## config.mk

```make
export PLATFORM = sky130hd
export DESIGN_NAME = gpio_reg_ctrl
export DESIGN_NICKNAME = d
export VERILOG_FILES = /design/src/rtl/gpio_reg_ctrl.sv
export SDC_FILE = /design/constraint.sdc
export NUM_CORES = 1
export LEC_CHECK = 0
export BUFFER_PORTS_ARGS = -buffer_cell sky130_fd_sc_hd__buf_2
export CAP_MARGIN = 20
export CELL_PAD_IN_SITES_DETAIL_PLACEMENT = 2
export CELL_PAD_IN_SITES_GLOBAL_PLACEMENT = 2
export CORE_UTILIZATION = 35
export DETAILED_ROUTE_END_ITERATION = 10
export PLACE_DENSITY = 0.95
export SYNTH_ARGS = -nofsm -noshare
export SYNTH_HDL_FRONTEND = slang
export SYNTH_SLANG_ARGS = --single-unit
```

## constraint.sdc

```tcl
create_clock -name clk -period 4.9 [get_ports clk]
set_clock_uncertainty 0.1 [all_clocks]
set_input_delay 0.49 -clock clk [delete_from_list [all_inputs] [get_ports clk]]
set_output_delay 0.49 -clock clk [all_outputs]
set_load 0.01 [all_outputs]
```

## src/rtl/gpio_reg_ctrl.sv

```systemverilog
// gpio_reg_ctrl: decodes GPIO-strobed CPU commands into byte-assembled writes and
// pointer-based reads of two 16-bit sample memories (A and C).
module gpio_reg_ctrl #(
  parameter int          ADDR_W      = 4,
  parameter logic [15:0] A_WR_REG    = 16'd1,
  parameter logic [15:0] A_RD_REG    = 16'd2,
  parameter logic [15:0] C_WR_REG    = 16'd3,
  parameter logic [15:0] C_RD_REG    = 16'd4,
  parameter logic [15:0] PTR_RST_REG = 16'd5
) (
  input  logic              clk,
  input  logic              rst,
  input  logic [31:0]       gpio_in,
  output logic [31:0]       gpio_out_bus,
  output logic              a_wr_en,
  output logic [ADDR_W-1:0] a_wr_addr,
  output logic [15:0]       a_wr_data,
  output logic              a_rd_en,
  output logic [ADDR_W-1:0] a_rd_addr,
  input  logic [15:0]       a_rd_data,
  output logic              c_wr_en,
  output logic [ADDR_W-1:0] c_wr_addr,
  output logic [15:0]       c_wr_data,
  output logic              c_rd_en,
  output logic [ADDR_W-1:0] c_rd_addr,
  input  logic [15:0]       c_rd_data
);
  typedef enum logic [2:0] {IDLE, WRITE, RD_ISSUE, RD_WAIT, RD_CAPTURE} state_t;
  state_t                   state_q, state_d;
  logic [24:0]              sync1_q, sync2_q;
  logic [1:0]               vld_q;
  logic                     prev_q;
  logic                     rise, cmd, tgt, is_wr, is_rd, is_prst, unused_bits;
  logic [15:0]              addr;
  logic [7:0]               data;
  logic                     tgt_q, tgt_d, err_q, err_d;
  logic [1:0]               phase_q, phase_d;
  logic [1:0][7:0]          hi_q, hi_d;
  logic [7:0]               lo_q, lo_d;
  logic [1:0][ADDR_W-1:0]   wptr_q, wptr_d, rptr_q, rptr_d;
  logic [15:0]              rdata_q, rdata_d;

  assign unused_bits = ^gpio_in[31:25];
  assign addr    = sync2_q[23:8];
  assign data    = sync2_q[7:0];
  // prev_q is held high until the synchronizer carries real samples, so a
  // strobe already high at reset release never looks like a fresh edge
  assign rise    = vld_q[1] & sync2_q[24] & ~prev_q;
  assign cmd     = rise && state_q == IDLE;
  assign tgt     = addr == C_WR_REG || addr == C_RD_REG;
  assign is_wr   = addr == A_WR_REG || addr == C_WR_REG;
  assign is_rd   = addr == A_RD_REG || addr == C_RD_REG;
  assign is_prst = addr == PTR_RST_REG;

  always_ff @(posedge clk or negedge rst) begin
    if (!rst) begin
      sync1_q <= '0;
      sync2_q <= '0;
      vld_q   <= '0;
      prev_q  <= 1'b1;
    end else begin
      sync1_q <= gpio_in[24:0];
      sync2_q <= sync1_q;
      vld_q   <= {vld_q[0], 1'b1};
      prev_q  <= ~vld_q[1] | sync2_q[24];
    end
  end

  always_ff @(posedge clk or negedge rst) begin
    if (!rst) state_q <= IDLE;
    else      state_q <= state_d;
  end

  always_comb begin
    state_d = state_q;
    unique case (state_q)
      IDLE:              state_d = !cmd ? IDLE : is_rd ? RD_ISSUE : (is_wr && phase_q[tgt]) ? WRITE : IDLE;
      RD_ISSUE:          state_d = RD_WAIT;
      RD_WAIT:           state_d = RD_CAPTURE;
      WRITE, RD_CAPTURE: state_d = IDLE;
      default:           state_d = IDLE;
    endcase
  end

  always_comb begin
    tgt_d   = tgt_q;
    err_d   = err_q;
    phase_d = phase_q;
    hi_d    = hi_q;
    lo_d    = lo_q;
    wptr_d  = wptr_q;
    rptr_d  = rptr_q;
    rdata_d = rdata_q;
    if (rise && state_q != IDLE) err_d = 1'b1;
    if (cmd) begin
      if (is_wr) begin
        tgt_d = tgt;
        if (!phase_q[tgt]) begin
          hi_d[tgt]    = data;
          phase_d[tgt] = 1'b1;
        end else lo_d = data;
      end else if (is_rd) tgt_d = tgt;
      else if (is_prst) begin
        wptr_d  = '0;
        rptr_d  = '0;
        phase_d = '0;
        err_d   = 1'b0;
      end else err_d = 1'b1;
    end
    if (state_q == WRITE) begin
      wptr_d[tgt_q]  = wptr_q[tgt_q] + ADDR_W'(1);
      phase_d[tgt_q] = 1'b0;
    end
    if (state_q == RD_CAPTURE) begin
      rdata_d        = tgt_q ? c_rd_data : a_rd_data;
      rptr_d[tgt_q]  = rptr_q[tgt_q] + ADDR_W'(1);
    end
  end

  always_ff @(posedge clk or negedge rst) begin
    if (!rst) begin
      tgt_q   <= 1'b0;
      err_q   <= 1'b0;
      phase_q <= '0;
      hi_q    <= '0;
      lo_q    <= '0;
      wptr_q  <= '0;
      rptr_q  <= '0;
      rdata_q <= '0;
    end else begin
      tgt_q   <= tgt_d;
      err_q   <= err_d;
      phase_q <= phase_d;
      hi_q    <= hi_d;
      lo_q    <= lo_d;
      wptr_q  <= wptr_d;
      rptr_q  <= rptr_d;
      rdata_q <= rdata_d;
    end
  end

  // busy covers the accepting cycle too, so a read shows busy for four cycles
  always_comb begin
    a_wr_en      = state_q == WRITE && !tgt_q;
    c_wr_en      = state_q == WRITE && tgt_q;
    a_rd_en      = state_q == RD_ISSUE && !tgt_q;
    c_rd_en      = state_q == RD_ISSUE && tgt_q;
    a_wr_addr    = a_wr_en ? wptr_q[0] : '0;
    c_wr_addr    = c_wr_en ? wptr_q[1] : '0;
    a_wr_data    = a_wr_en ? {hi_q[0], lo_q} : '0;
    c_wr_data    = c_wr_en ? {hi_q[1], lo_q} : '0;
    a_rd_addr    = a_rd_en ? rptr_q[0] : '0;
    c_rd_addr    = c_rd_en ? rptr_q[1] : '0;
    gpio_out_bus = {state_q != IDLE || cmd, err_q, 14'b0, rdata_q};
  end
endmodule

```

==> impl_metrics.toml, run 1 <==
[clock_tree]
cts.clk_slew.worst_paths_ns = 0.06
cts.sinks = 116
cts_root_buf = "clkbuf_16"
post-cts-setup-buffer-count = 0
hold_buffers = 0
clockBufferDepth = 2
insertion_delay_ns = 0.43
cts-buffers-inserted = 17
postCtsResizedCells = 0
cts_tree = "built"
htree_num_levels = 4

[place]
gp_congestion = 0.764
portBuffers = 128
dp.final_hpwl_mm = 9.25
dpl_cell_area_um2 = 5520
place_ws_ns = 2.20

[yosys]
yosysTopAreaCellShare_pct = 60.3
netlist_area_um2 = 4770
postSynthCellCount = 380
synthTopCellsByArea = "dfrtp_1 60%, and2_1 5.9%, mux2_2 5.0%"
synth_seq_area_share_pct = 60.9
ys_warn_count = 0
synth_top_area_cell = "dfrtp_1"
synth-seq-cells = 116
ys_async_sr_fraction_pct = 100
synth_area_per_cell_um2 = 12.6
ys_types = 47
synth_edf_count = 0
synth_ff_type = "dfrtp_1"

[power_and_ir_drop]
p_per_area_nw_per_um2 = 372
leakagePower_nw = 2.99
vdd_drop_max_mv = 0.267

[grt]
grt_pass1_wl_mm = 24.2
track_usage_pct = 23.6
antenna_found_initial = 0
grt-ovfl-total = 0
grt_pass1_vias = 4027
grt_max_degree = 80

[setup_path]
cp-start-kind = "flip-flop"
worstSetupEndpoint = "c_wr_data[8]"
critical_path_required_ns = 4.31
r2r_start = "state_q[2]"
setup.worst_path.start = "tgt_q"
critPathKind = "reg -> out"
r2r_end = "hi_q[9]"
rr_worst_depth = 5
crit_fanout = 35
worst_setup_path_end_kind = "output pin"
arrival_ns = 2.55
r2r_slack_ns = 2.10

[layout]
nets = 578
final_util_pct = 46.0
finish.instance_area_um2 = 6090
final_layout_size_suffix_gt1_share_pct = 38.4
final_common_cell = "buf_2"
synthToLayoutAreaGrowth_pct = 27.8
n_antenna_cell = 0
multiInputGateArea_um2 = 1710
fill_cells = 1362
layout_common_cells = "127 x buf_2, 115 x dfrtp_1, 45 x and2_1"
seqCellArea_um2 = 2900

[detailed_routing]
via_per_inst = 4.97
drtAntennaViolNets = 0
dr_total_vias = 3474
remaining_drc_errors = 0
drt-total-wl_mm = 15.1
routedWlPerCell_um = 21.5
drt_iter0_drc = 155
dr.pass1.iters = 6

[timing]
tightest_slew_ns = 0.977
slew_violations = 0
rsz0062_at_grt = "no"
fin_crit_ns = 3.14
finalSetupViolCount = 0
timing.fmax_mhz = 318
hold_viol_final = 0
finalSetupTns_ns = 0
period_share_pct = 64.1
hold-worst-slack_ns = 0.0633
slew_headroom_pct = 34.9
final.setup.worst_slack_ns = 1.76

[floorplan]
start_util_pct = 36.0
die_x_um = 119
fp.dieH_um = 119
num_rows = 42
dieArea_um2 = 14100
core_um2 = 13200
io_pins = 150

[flow_run]
maxCapViolCount = 0

[hold_path]
min_path_type = "in -> reg"

[outcome]
outcome = "finished, final reports clean"
-- critical path, cell delays in order, from the launching register on --
cell,delay [ns]
dfrtp_1,0.33
buf_4,0.44
nand3_1,0.33
inv_1,0.58
and2_1,0.25
buf_2,0.17
-- worst min-delay path by stage --
| stage | from | endpoint | slack (ns) | cells past startpoint |
|---|---|---|---|---|
| 2_1_floorplan | rst | err_q | 0.09 | 0 |
| 3_3_place_gp | sync1_q[13] | sync2_q[13] | 0.23 | 0 |
| 3_5_place_dp | sync1_q[5] | sync2_q[5] | 0.24 | 0 |
| 4_1_cts | gpio_in[19] | sync1_q[19] | 0.04 | 1 |
| 5_1_grt | gpio_in[17] | sync1_q[17] | 0.05 | 1 |
| 6_report | gpio_in[16] | sync1_q[16] | 0.06 | 1 |
-- layout make-up --
type                    instances  area share (%)
well taps                     176            3.61
flip-flops and latches        116            47.7
clock buffers                  24            8.23
inverters                       4           0.246
clock inverters                 8            1.23
repair buffers                131            10.9
multi-input cells             240            28.1
-- through the flow --
| step | std cells | total power [W] |
|---|---|---|
| after floorplan | 393 | 0.00104 |
| after global placement | 667 | 0.00107 |
| after detailed placement | 667 | 0.00108 |
| after CTS | 699 | 0.00230 |
| after global routing | 699 | 0.00234 |
| final | 699 | 0.00227 |
-- power breakdown --
| group | total [W] | switching [W] | internal, W |
|---|---|---|---|
| Sequential | 0.000999 | 0.0000168 | 0.000982 |
| Clock | 0.00120 | 0.000443 | 0.000760 |
| Combinational | 0.0000665 | 0.0000410 | 0.0000256 |
| Total | 0.00227 | 0.000501 | 0.00177 |
-- per-layer routing --
| metal | up-vias | share of wire, % | GRT usage (%) |
|---|---|---|---|
| met5 | - | 0 | 0 |
| met4 | 0 | 3.6 | 12.4 |
| met3 | 42 | 3.5 | 6.42 |
| met2 | 104 | 55 | 41.5 |
| met1 | 1802 | 38 | 25.8 |
| li1 | 1526 | - | - |
-- cell families (layout without fill, tap and decap cells) --
family,after synthesis,in the layout,share of synthesized area (%)
AO/OA/AOI/OAI,40,40,4.77
XOR/XNOR,7,7,1.29
adder cells (fa/ha/maj),2,2,0.525
buffers and inverters,37,167,4.35
flip-flops,116,116,60.9
multiplexers,49,49,11.7
other,2,15,0.157
AND/OR/NAND/NOR,127,127,16.3
-- cells in the mapped netlist, types with 2 or more instances --
| library cell | number |
|---|---|
| xnor2_1 | 6 |
| o21a_1 | 2 |
| nand2_1 | 10 |
| conb_1 | 2 |
| nor2_1 | 27 |
| nand2b_1 | 2 |
| mux2i_1 | 20 |
| dfrtp_1 | 115 |
| nand3_1 | 16 |
| inv_1 | 4 |
| and3b_1 | 2 |
| a22o_1 | 2 |
| nor4_4 | 3 |
| and2_1 | 45 |
| nor3b_1 | 2 |
| and3_1 | 4 |
| ha_1 | 2 |
| mux2_2 | 21 |
| clkbuf_1 | 13 |
| and4_1 | 2 |
| a21oi_1 | 16 |
| mux2_4 | 8 |
| or2_2 | 2 |
| buf_4 | 16 |
| o21ai_0 | 15 |
| buf_1 | 2 |
-- sequential cells by signal, indices dropped and copies added (netlist names), 3 cells and up --
| register | flops |
|---|---|
| hi_q | 16 |
| lo_q | 8 |
| rdata_q | 16 |
| rptr_q | 8 |
| state_q | 3 |
| sync1_q | 25 |
| sync2_q | 25 |
| wptr_q | 8 |
Power figures use the tool's default switching activity.
==> run 2: changes to the inputs <==
CORE_UTILIZATION = 32   (was 35)
PLACE_DENSITY = 0.89   (was 0.95)
clock period = 3.3 ns   (was 4.9 ns; I/O delays follow)
==> run 2 against run 1 <==
Effect of this change: die area is 9.2% higher; critical path depth stayed put; sequential share of layout area is 2.0 points lower; critical path type unchanged; largest cell class unchanged.
==> impl_metrics.toml, run 2 (same netlist as run 1, synthesis figures left out) <==
[hold_path]
min_path_cells = 3
min_path_type = "in -> reg"

[layout]
reg_top3 = "sync1_q (25), sync2_q (25)"
final_cells = 733
multiInputGateArea_um2 = 1710
seqCellArea_um2 = 2900
layout_common_cells = "127 x buf_2, 115 x dfrtp_1, 45 x and2_1"
n_antenna_cell = 0
synthToLayoutAreaGrowth_pct = 33.4
final_common_cell = "buf_2"
final_layout_size_suffix_gt1_share_pct = 36.8
nets = 604
fill_cells = 1513

[grt]
antenna_found_initial = 0
grt-ovfl-total = 0
track_usage_pct = 19.3
grt_max_degree = 66
grt_pass1_vias = 3925
grt_pass1_wl_mm = 21.4

[place]
portBuffers = 128
dp.final_hpwl_mm = 9.05
gp_congestion = 0.711
dp.cells = 675
place_ws_ns = 0.634

[setup_path]
rr_worst_depth = 5
worst_setup_path_end_kind = "output pin"
critPathKind = "reg -> out"
crit_fanout = 34
critical_path_required_ns = 2.87
cp-start-kind = "flip-flop"
arrival_ns = 2.50

[timing]
period_share_pct = 88.7
slew_violations = 0
timing.fmax_mhz = 342
hold_viol_final = 0
rsz0062_at_grt = "no"
fin_crit_ns = 2.93
final.setup.worst_slack_ns = 0.373
finalSetupTns_ns = 0
slew_headroom_pct = 41.4
hold-worst-slack_ns = 0.125
tightest_slew_ns = 0.879
finalSetupViolCount = 0

[clock_tree]
postCtsResizedCells = 0
cts-buffers-inserted = 17
htree_num_levels = 4
cts.sinks = 116
cts_tree = "built"
clockBufferDepth = 2
post-cts-setup-buffer-count = 0
cts.clk_slew.worst_paths_ns = 0.06
insertion_delay_ns = 0.42
hold_buffers = 26
cts_root_buf = "clkbuf_16"

[power_and_ir_drop]
leakagePower_nw = 3.10
p_per_area_nw_per_um2 = 524
vdd_drop_max_mv = 0.373

[detailed_routing]
drtAntennaViolNets = 0
dr_total_vias = 3443
drt_iter0_drc = 114
routedWlPerCell_um = 18.6
remaining_drc_errors = 0
drt-total-wl_mm = 13.6
via_per_inst = 4.70
dr.pass1.iters = 4

[floorplan]
io_pins = 150
die_x_um = 124
num_rows = 44
core_um2 = 14500
dieArea_um2 = 15400
start_util_pct = 32.8
fp.dieH_um = 124

[outcome]
outcome = "finished, final reports clean"

[flow_run]
maxCapViolCount = 0
[run 2: cell types whose count changed in the layout (fill, tap and decap cells not counted)]
cell           previous run  this run
dlygate4sd3_1             0        26
clkbuf_8                  5         2
clkinv_4                  0         2
buf_12                    0         1
buf_4                     4         3
clkbuf_1                  2         1
clkinv_2                  3         4
inv_6                     0         1
[run 2: layout make-up]
class | instances | share of cell area (%)
flip-flops and latches | 116 | 45.6
multi-input cells | 240 | 26.9
repair buffers | 157 | 14.7
clock buffers | 20 | 7.18
well taps | 184 | 3.62
clock inverters | 12 | 1.67
inverters | 4 | 0.236
[run 2: routing by layer]
| metal | wire length, µm | GRT usage, % | vias up |
|---|---|---|---|
| met5 | 0 | 0 | - |
| met4 | 482 | 10.1 | 0 |
| met3 | 463 | 4.03 | 32 |
| met2 | 7580 | 34.4 | 93 |
| met1 | 5110 | 21.5 | 1749 |
| li1 | - | - | 1569 |
[run 2: worst max-delay path, stage by stage (launching register included)]
cell	delay, ns
dfrtp_1	0.36
buf_4	0.44
nand3_1	0.32
inv_1	0.57
and2_1	0.25
buf_2	0.14
[run 2: path summary, 6_finish.rpt]
| path | from | end | slack, ns |
|---|---|---|---|
| min | a_rd_data[10] | rdata_q[10] | 0.13 |
| min reg2reg | sync1_q[2] | sync2_q[2] | 0.25 |
| min in group asynchronous | rst | hi_q[11] | 0.49 |
| max | tgt_q | c_wr_data[4] | 0.37 |
| max in group asynchronous | rst | hi_q[9] | 1.82 |
| max reg2reg | state_q[2] | hi_q[10] | 0.60 |
[run 2: report_power, final]
part | leakage (nW) | switching, W | internal [W] | total, W
registers | 1.41 | 0.0000247 | 0.00146 | 0.00148
logic | 1.42 | 0.0000619 | 0.0000596 | 0.000121
clock network | 0.268 | 0.000657 | 0.00107 | 0.00173
total | 3.10 | 0.000743 | 0.00259 | 0.00333
[run 2: per-stage QoR]
step | utilization [%] | total power (W) | area (µm²)
after floorplan | - | 0.00154 | 4820
after global placement | 38.1 | 0.00160 | 5540
after detailed placement | 38.1 | 0.00161 | 5540
after CTS | 43.8 | 0.00338 | 6360
after global routing | 43.8 | 0.00344 | 6360
final | 43.8 | 0.00333 | 6360
==> run 3: changes to the inputs <==
CELL_PAD_IN_SITES_DETAIL_PLACEMENT = 1   (was 2)
CELL_PAD_IN_SITES_GLOBAL_PLACEMENT = 1   (was 2)
CORE_UTILIZATION = 40   (was 32)
PLACE_DENSITY = 0.91   (was 0.89)
==> run 3 against run 2 <==
Effect of this change: the flow now finishes with violations (design-rule violations); critical endpoint is now a_wr_data[7]; die area down 20%; global-route usage up 1.6 points; non-clock buffer count stayed put; power up 3.7%; flip-flop and latch count is the same; critical path type unchanged; final cell count decreased by 5.6%; worst setup slack improved by 0.19 ns; maximum frequency grew 6.9%; largest cell class unchanged; combinational power about the same.
==> impl_metrics.toml, run 3 (same netlist as run 1, synthesis figures left out) <==
[clock_tree]
clockBufferDepth = 2
htree_num_levels = 4
cts_tree = "built"
post-cts-setup-buffer-count = 0
cts-buffers-inserted = 17
cts_root_buf = "clkbuf_16"
cts.sinks = 116
insertion_delay_ns = 0.40
cts.clk_slew.worst_paths_ns = 0.05

[place]
gp_congestion = 0.823
dp.final_hpwl_mm = 7.59
dp.cells = 634
dpl_cell_area_um2 = 5490
portBuffers = 128

[setup_path]
worst_setup_path_end_kind = "output pin"
arrival_ns = 2.31
cp-start-kind = "flip-flop"
critical_path_required_ns = 2.87
r2r_slack_ns = 0.58
critPathKind = "reg -> out"
crit_fanout = 24

[detailed_routing]
routedWlPerCell_um = 17.1
dr_total_vias = 3435
via_per_inst = 4.96
dr.pass1.iters = 7
remaining_drc_errors = 9
drtAntennaViolNets = 0
drt_iter0_drc = 184
drt-total-wl_mm = 11.8

[timing]
timing.fmax_mhz = 365
fin_crit_ns = 2.74
finalSetupViolCount = 0
finalSetupTns_ns = 0
rsz0062_at_grt = "no"
slew_headroom_pct = 54.5
hold_viol_final = 0
slew_violations = 0
period_share_pct = 83.0
tightest_slew_ns = 0.682

[flow_run]
maxCapViolCount = 0

[floorplan]
dieArea_um2 = 12400
fp.dieH_um = 111
core_um2 = 11500
num_rows = 39
die_x_um = 111
start_util_pct = 41.4
io_pins = 150

[layout]
final_util_pct = 55.1
n_antenna_cell = 0
final_layout_size_suffix_gt1_share_pct = 36.4
final_common_cell = "buf_2"
layout_common_cells = "127 x buf_2, 115 x dfrtp_1, 45 x and2_1"
synthToLayoutAreaGrowth_pct = 33.1
reg_top3 = "sync1_q (25), sync2_q (25)"
finish.instance_area_um2 = 6350
final_cells = 692
nets = 604

[grt]
antenna_found_initial = 0
track_usage_pct = 20.8
grt_max_degree = 70
grt_pass1_vias = 3807
grt-ovfl-total = 0
grt_pass1_wl_mm = 19.8

[power_and_ir_drop]
leakagePower_nw = 3.12
vdd_drop_max_mv = 0.289
p_per_area_nw_per_um2 = 544
p_total_w = 0.00346

[hold_path]
min_path_type = "in -> reg"

[outcome]
outcome = "finished with violations"
violations = "design-rule violations"
run 3: cell types whose count changed in the layout (fill, tap and decap cells not counted), sizes merged:
| cell | previous run | this run |
|---|---|---|
| bufinv | 1 | 3 |
| clkinv | 6 | 4 |
| clkinvlp | 4 | 2 |
| clkbuf | 20 | 21 |
| inv | 5 | 6 |
run 3: final cells by class:
cell class,instances,area (µm²)
clock buffers,21,450
multi-input cells,240,1710
flip-flops and latches,116,2900
inverters,4,15.0
well taps,143,179
clock inverters,11,150
repair buffers,157,938
fillers,1205,5170
run 3: power by group:
part | switching, W | internal, W
clock | 0.000646 | 0.00121
combinational | 0.0000590 | 0.0000595
sequential | 0.0000226 | 0.00146
run 3: per-layer routing:
layer  share of wire, %  track usage [%]  routed length, µm
met2                 54             37.8               6350
met4                2.7             8.29                323
met1                 40             23.4               4780
met5                  0                0                  0
met3                3.0             5.08                355
run 3: final timing paths:
path                         startpoint            to  depth (start not counted)
max in group asynchronous           rst        prev_q                          3
setup / recovery             state_q[2]  a_wr_data[7]                          6
hold / removal             a_rd_data[8]    rdata_q[8]                          3
setup reg to reg             state_q[2]      hi_q[11]                          5
min in group asynchronous           rst       lo_q[2]                          2
hold reg to reg              sync1_q[0]    sync2_q[0]                          0
run 3: per-stage QoR:
step	setup WS (ns)	hold WS, ns
after global routing	0.414	0.127
after detailed placement	0.688	0.236
after CTS	0.536	0.116
after floorplan	1.08	-0.0656
after global placement	0.757	0.232
final	0.562	0.123
run 3: critical path, stage by stage, from the launching register on:
cell,delay (ns)
dfrtp_1,0.44
nor2_1,0.16
nand2_1,0.07
or2_2,0.34
inv_1,0.51
and2_1,0.24
buf_2,0.13
run 3: what timing repair did:
item	4_1_cts	5_1_grt
hold buffers	26	0
hold endpoints to repair	72	0
resized for setup	0	0
